--- config.mk ---
export PLATFORM = sky130hd
export DESIGN_NAME = stop_watch_uart_tx
export DESIGN_NICKNAME = d
export VERILOG_FILES = /design/src/rtl/stop_watch_uart_tx.sv
export SDC_FILE = /design/constraint.sdc
export NUM_CORES = 1
export LEC_CHECK = 0
export CORE_ASPECT_RATIO = 0.9
export CORE_MARGIN = 10
export CORE_UTILIZATION = 39
export CTS_CLUSTER_DIAMETER = 50
export DETAILED_ROUTE_END_ITERATION = 7
export DONT_BUFFER_PORTS = 1
export GPL_ROUTABILITY_DRIVEN = 1
export GPL_TIMING_DRIVEN = 0
export PLACE_DENSITY = 0.54
export SYNTH_ARGS = -nofsm -noshare
export SYNTH_HDL_FRONTEND = slang
export SYNTH_SLANG_ARGS = --single-unit
--- constraint.sdc ---
create_clock -name clk -period 4.55 [get_ports clk]
set_clock_uncertainty 0.05 [all_clocks]
set_input_delay 0.2275 -clock clk [delete_from_list [all_inputs] [get_ports clk]]
set_output_delay 0.2275 -clock clk [all_outputs]
set_load 0.005 [all_outputs]
--- src/rtl/stop_watch_uart_tx.sv ---
// Stopwatch time reporter: a rising edge on trig snapshots the count and sends
// "MM:SS.CC\r\n" as 8N1 UART frames. CLKS_PER_BIT must be at least 2.
module stop_watch_uart_tx #(
   parameter int unsigned CLKS_PER_BIT = 1085
) (
   input  logic       rst,
   input  logic       clk,
   input  logic [6:0] m_cnt,
   input  logic [5:0] s_cnt,
   input  logic [6:0] us_cnt,
   input  logic       trig,
   output logic       tx,
   output logic       busy,
   output logic       done
);
   localparam int unsigned   CW        = (CLKS_PER_BIT > 1) ? $clog2(CLKS_PER_BIT) : 1;
   localparam logic [CW-1:0] LAST_CNT  = CW'(CLKS_PER_BIT - 1);
   localparam logic [CW-1:0] STOP_CNT  = CW'(CLKS_PER_BIT - 2);
   localparam logic [3:0]    LAST_BYTE = 4'd9;

   typedef enum logic [2:0] {IDLE, START, DATA, STOP, NEXT} state_t;

   state_t        r_state, w_state_nxt;
   logic [CW-1:0] r_cnt, w_cnt_nxt;
   logic [2:0]    r_bit, w_bit_nxt;
   logic [3:0]    r_byte, w_byte_nxt;
   logic [6:0]    r_m, r_us;
   logic [5:0]    r_s;
   logic          r_trig_q, r_armed;
   logic          r_tx, r_busy, r_done;
   logic          w_accept, w_tx_nxt;
   logic [7:0]    w_char;
   logic [3:0]    w_m1, w_m0, w_s1, w_s0, w_c1, w_c0;

   // r_armed blocks a trig held high through reset from looking like a new edge
   assign w_accept = trig & ~r_trig_q & r_armed & ~r_busy & (r_state == IDLE);

   assign w_m1 = 4'(r_m / 7'd10);
   assign w_m0 = 4'(r_m % 7'd10);
   assign w_s1 = 4'(r_s / 6'd10);
   assign w_s0 = 4'(r_s % 6'd10);
   assign w_c1 = 4'(r_us / 7'd10);
   assign w_c0 = 4'(r_us % 7'd10);

   always_comb begin
      w_char = 8'h0A;
      case (r_byte)
         4'd0: w_char = {4'h3, w_m1};
         4'd1: w_char = {4'h3, w_m0};
         4'd2: w_char = 8'h3A;
         4'd3: w_char = {4'h3, w_s1};
         4'd4: w_char = {4'h3, w_s0};
         4'd5: w_char = 8'h2E;
         4'd6: w_char = {4'h3, w_c1};
         4'd7: w_char = {4'h3, w_c0};
         4'd8: w_char = 8'h0D;
         default: w_char = 8'h0A;
      endcase
   end

   // STOP ends one cycle early; NEXT fills the last stop-bit cycle so bytes stay back-to-back
   always_comb begin
      w_state_nxt = r_state;
      w_cnt_nxt   = r_cnt + 1'b1;
      w_bit_nxt   = r_bit;
      w_byte_nxt  = r_byte;
      w_tx_nxt    = 1'b1;
      case (r_state)
         IDLE: begin
            w_cnt_nxt  = '0;
            w_bit_nxt  = '0;
            w_byte_nxt = '0;
            if (w_accept) w_state_nxt = START;
         end
         START: begin
            w_tx_nxt = 1'b0;
            if (r_cnt == LAST_CNT) begin
               w_cnt_nxt   = '0;
               w_state_nxt = DATA;
            end
         end
         DATA: begin
            w_tx_nxt = w_char[r_bit];
            if (r_cnt == LAST_CNT) begin
               w_cnt_nxt = '0;
               w_bit_nxt = r_bit + 1'b1;
               if (r_bit == 3'd7) w_state_nxt = STOP;
            end
         end
         STOP: begin
            if (r_cnt == STOP_CNT) w_state_nxt = NEXT;
         end
         NEXT: begin
            w_cnt_nxt = '0;
            if (r_byte == LAST_BYTE) begin
               w_state_nxt = IDLE;
            end else begin
               w_byte_nxt  = r_byte + 1'b1;
               w_state_nxt = START;
            end
         end
         default: w_state_nxt = IDLE;
      endcase
   end

   always_ff @(posedge clk or negedge rst) begin
      if (!rst) begin
         r_state <= IDLE;
         r_cnt   <= '0;
         r_bit   <= '0;
         r_byte  <= '0;
      end else begin
         r_state <= w_state_nxt;
         r_cnt   <= w_cnt_nxt;
         r_bit   <= w_bit_nxt;
         r_byte  <= w_byte_nxt;
      end
   end

   // Outputs trail the state by one cycle, which places the first start bit at k+1
   always_ff @(posedge clk or negedge rst) begin
      if (!rst) begin
         r_trig_q <= 1'b0;
         r_armed  <= 1'b0;
         r_m      <= '0;
         r_s      <= '0;
         r_us     <= '0;
         r_tx     <= 1'b1;
         r_busy   <= 1'b0;
         r_done   <= 1'b0;
      end else begin
         r_trig_q <= trig;
         r_armed  <= r_armed | ~trig;
         if (w_accept) begin
            r_m  <= (m_cnt  > 7'd99) ? 7'd99 : m_cnt;
            r_s  <= (s_cnt  > 6'd59) ? 6'd59 : s_cnt;
            r_us <= (us_cnt > 7'd99) ? 7'd99 : us_cnt;
         end
         r_tx   <= w_tx_nxt;
         r_busy <= (r_state != IDLE);
         r_done <= (r_state == IDLE) & r_busy;
      end
   end

   assign tx   = r_tx;
   assign busy = r_busy;
   assign done = r_done;

endmodule
; ---- Word level (Yosys, flattened, before mapping)
; Index checks and enable logic that the tools add are counted.
[totals]
regBits = 46
out_inout_bits = 3
word_cells = 86
[op_classes]
addsub = 3
div = 6
n_lt_le_gt_ge = 4
eq_ne = 22
mux = 20
bitwise = 9
n_reduce_logical = 10
[ops]
columns = operator, count
row1 = $pmux 6 s9, 1
row2 = $eq 11x11->1 const B, 2
row3 = $pmux 11 s2, 1
row4 = $mux 3, 6
row5 = $eq 4x3->1 const B, 4
row6 = $pmux 3 s5, 1
row7 = $div 7x4->7 const B, 2
row8 = $gt 7x7->1 const B, 2
row9 = $mod 7x4->7 const B, 2
row10 = $mux 7, 2
row11 = $ne 2x2->1 const B, 6
row12 = $add 11x1->11 const B, 1
row13 = $mux 11, 1
row14 = $eq 4x2->1 const B, 2
row15 = $eq 4x4->1 const B, 2
row16 = $pmux 4 s2, 1
row17 = $div 6x4->6 const B, 1
row18 = $eq 3x2->1 const B, 2
row19 = $eq 3x3->1 const B, 2
row20 = $gt 6x6->1 const B, 1
row21 = $mod 6x4->6 const B, 1
row22 = $mux 6, 1
row23 = $pmux 3 s2, 1
row24 = $and 1x1->1, 5
row25 = 18 further kinds, 24

; ---- Depth between registers and ports, before layout
[depth]
word_depth = 7
mapped_depth = 17
mapped_depth_nobuf = 15

; ---- Worst setup path before layout
; Ideal clock, no wire load.
[synth_path]
path_kind = register to register
startpoint = reg r_byte[0]
endpoint = reg r_tx, in the netlist tx
arrival_time_ns = 3.271
t_required_ns = 4.410
slack_ns = 1.140
path_stages_with_launch = 18
period_less_slack_ns = 3.410
path_cell_list = dfrtp_1 > ha_1 > buf_2 > buf_2 > a22o_1 > nand2_1 > nand2_1 > xnor2_1 > o32ai_1 > nor2_1 > ha_1 > buf_1 > a21boi_0 > o221ai_1 > o311ai_0 > a221oi_1 > a2111oi_0 > nor4b_2
[synth_via]
elab_chain_cells = 5
elab_cells_between_ends = 13
classes_between = eq/ne: 8 / mux: 4 / reduce/logical: 1
[synth_rtl]
columns = element, line_no
row1 = start: declaration, 26  ; logic [3:0] r_byte, w_byte_nxt;
row2 = start signal: assignment, 116  ; r_byte <= w_byte_nxt;
row3 = $eq 4x4->1 (tied with other cells), 47  ; case (r_byte)
row4 = $pmux 6 s9 (*), 47
row5 = $bmux 1 s3 (*), 83  ; w_tx_nxt = w_char[r_bit];
row6 = $mux 1 (not written as such) (*), 83
row7 = $pmux 1 s2 (*), 68  ; case (r_state)
row8 = net w_tx_nxt, 31  ; logic w_accept, w_tx_nxt;
row9 = end signal: assignment, 139  ; r_tx <= w_tx_nxt;
row10 = end: declaration, 30  ; logic r_tx, r_busy, r_done;
; Mark *: on every way through the listed nets, which the timed path passes. The rest lies on a longest branch. The select of a mux whose other input is x is not followed.
; A chain may end at the register's enable or synchronous reset.

; ---- Worst setup path after layout
; Same ends and word-level chain as after synthesis.

==> results.toml <==
[place]
dp_hpwl_mm = 6.16
place.gp.congestion = 0.917
pre_cts_ws_ns = 0.516
io_buffers = 0

[synthesis]
synth-seq-cells = 46
synth_area_per_cell_um2 = 8.25
yosysUniqueCellTypes = 65
synth.yosys.seq_area_share = 0.361
synth_top_area_share = 0.353
ys_warn_count = 0
synth_area_leaders = "dfrtp_1 (35%), nand2_1 (6.6%), nor2_1 (5.5%)"
synth-edff-count = 0
syn-num-nets = 419
synthArstFlopShare = 1.00
syn_inst = 387
syn_area_um2 = 3190
synth_ff_type = "dfrtp_1"
post-synth-top-area-cell = "dfrtp_1"

[global_route]
grt_pass1_wl_mm = 13.8
antenna_found_initial = 0
first_global_vias = 2765
grt_max_degree = 47
grt-ovfl-total = 0
grt_use_total = 0.136

[cells_and_area]
num_antenna_cells = 0
nFillCells = 800
area_growth_pct = 8.55
fin_nets = 430
drive_gt1_frac = 0.0827

[hold_path]
min-delay-start = "s_cnt[2]"
hold_path_class = "in2reg"
min_path_cells = 2

[clock_tree]
cts_max_level = 2
clk_latency_ns = 0.30
clock-sinks = 46
post_cts_buffers = 0
tritoncts = "built"
numCtsBuffers = 5
clock_path_buffers = 2
clock-root-buffer = "clkbuf_8"
clkSlewWorstSetupHoldPaths_ns = 0.09

[floorplan]
rows = 31
die_area_um2 = 12200
ios = 26
fp.coreArea_um2 = 8030
die_x_um = 115
die_h_um = 106
start_util = 0.398

[sta]
fin_tns_setup_ns = 0
rsz0062_at_grt = "no"
post-route-period-util = 0.892
min_period_ns = 4.06
setup_viol = 0
relSlewSlack = 0.280
tightest_slew_ns = 1.08
drv_slew = 0
timing.fmax_mhz = 246
setup_slack_ns = 0.490
finalHoldViolations = 0

[critical_path]
slowest_stage = "o32ai_1"
path_cells = "ha_1 > buf_2 > buf_2 > a22o_1 > nand2_1 > nand2_1 > xnor2_1 > o32ai_1 > nor2_1 > ha_1 > buf_1 > a21boi_0 > o221ai_1 > o311ai_0 > a221oi_1 > a2111oi_0 > nor4b_2"
critPathKind = "reg2reg"
crit_path_max_fanout = 10
worstRegToRegCells = 17
r2r-start = "r_byte[0]"
endpoint_kind = "flip-flop"
crit_path_start_kind = "flip-flop"
worstPathArrival_ns = 4.22
startpoint = "r_byte[0]"
required_ns = 4.71
cpPeakStageDelay_ns = 0.46

[detailed_routing]
viasPerCell = 5.79
avgRoutedWirePerCell_um = 16.1
dr_total_vias = 2883
drc = 0
ant_nets = 0
first_iter_violations = 125
first_pass_iters = 5
wl_mm = 8.01

[power]
power.leakage_nw = 1.44
max-vdd-ir-drop_mv = 0.135
pwr_density_cell_nw_per_um2 = 196

[status]
outcome = "finished, final reports clean"

[run]
cap_violations = 0
-- where the power goes --
| part | leakage (nW) | switching (mW) | internal (mW) | total (mW) |
|---|---|---|---|---|
| clock | 0.0452 | 0.142 | 0.109 | 0.251 |
| combinational | 0.798 | 0.0119 | 0.00681 | 0.0187 |
| sequential | 0.602 | 0.000120 | 0.409 | 0.409 |
-- synth_stat cells (3+ instances only) --
cell	count
nand2_1	56
nor2_1	47
dfrtp_1	45
o21ai_0	25
inv_1	15
nand3_1	13
a21oi_1	12
nor3_1	12
clkbuf_1	9
ha_1	9
and2_1	8
xnor2_1	8
mux2_2	7
a22oi_1	6
o211ai_1	6
a211oi_1	5
buf_2	5
o21a_1	5
o21ai_1	5
o22ai_1	5
a2111oi_0	4
a22o_1	4
and3_1	4
xor2_1	4
a21boi_0	3
a21o_1	3
a222oi_1	3
a31oi_1	3
mux2i_1	3
nand4_1	3
o221ai_1	3
o32ai_1	3
or2_2	3
-- area by class of cell --
class | instances | area (um2) | share of cell area
Buffer | 16 | 70.1 | 0.0202
Timing Repair Buffer | 4 | 57.6 | 0.0166
Sequential cell | 46 | 1150 | 0.333
Multi-Input combinational cell | 309 | 1910 | 0.553
Clock buffer | 6 | 72.6 | 0.0209
Clock inverter | 2 | 13.8 | 0.00397
Inverter | 16 | 60.1 | 0.0173
Tap cell | 99 | 124 | 0.0358
-- worst max-delay path, delay by kind of cell, from the launching register on --
| kind | cells | cell delay, ns |
|---|---|---|
| compound gates | 7 | 1.63 |
| fa+ha+maj | 2 | 0.40 |
| xor+xnor | 1 | 0.21 |
| flops | 1 | 0.44 |
| buf+inv | 3 | 0.57 |
| simple gates | 4 | 0.68 |
-- kinds of logic after synthesis --
| group | count (synthesis) | share of synthesized area |
|---|---|---|
| XOR/XNOR | 12 | 0.0329 |
| flip-flops | 46 | 0.361 |
| multiplexers | 10 | 0.0341 |
| AND/OR/NAND/NOR | 164 | 0.238 |
| buffers and inverters | 32 | 0.0408 |
| adder cells (fa/ha/maj) | 9 | 0.0353 |
| AO/OA/AOI/OAI | 114 | 0.258 |
-- layer usage --
metal | track usage | part of all wire
met1 | 0.199 | 0.51
met2 | 0.200 | 0.43
met3 | 0.0249 | 0.050
met4 | 0.0335 | 0.0070
met5 | 0 | 0
-- timing repair --
item / 4_1_cts / 5_1_grt
gates resized for setup: 0 / 1
endpoints found under the hold margin: 48 / 1
hold buffers: 3 / 1
endpoints found under the setup margin: 0 / 1
-- registers in the layout, summed over array words and instances (netlist names) --
| name | cells |
|---|---|
| r_bit | 3 |
| busy | 1 |
| tx | 1 |
| r_state | 3 |
| r_m | 7 |
| r_s | 6 |
| r_cnt | 11 |
| r_us | 7 |
| r_trig_q | 1 |
| r_byte | 4 |
| done | 1 |
| r_armed | 1 |
-- metrics by stage --
stage                util  hold slack (ns)  std cells  power (mW)  area (um2)
floorplan               -           -0.118        387       0.422        3190
global placement    0.413           -0.117        486       0.424        3320
detailed placement  0.413           -0.117        486       0.424        3320
CTS                 0.430          0.00454        497       0.690        3450
global route        0.432           0.0150        498       0.710        3460
finish              0.432          0.00964        498       0.678        3460
-- path summary, 6_finish.rpt --
| kind | endpoint | slack, ns |
|---|---|---|
| worst max-delay path | tx | 0.49 |
| worst max register to register | tx | 0.49 |
| worst min-delay path | r_s[2] | 0.01 |
| max in group asynchronous | tx | 3.81 |
| worst min register to register | r_armed | 0.42 |
| min in group asynchronous | r_m[0] | 0.37 |
-- layout by cell type, fill, tap and decap left out, drive strengths merged, types with 4 or more instances in the layout --
master,netlist,final
dfrtp,45,45
a22o,4,4
and3,4,4
xor2,4,4
o22ai,5,5
xnor2,8,8
a21oi,12,12
o211ai,6,6
a22oi,6,6
a211oi,6,6
nand3,13,13
clkbuf,9,15
buf,7,8
and2,8,8
inv,16,16
nor2,48,48
mux2,7,7
or2,5,5
o21ai,30,30
nor3,12,12
a2111oi,4,4
o21a,5,5
ha,9,9
nand2,56,56
Power figures use the tool's default switching activity.
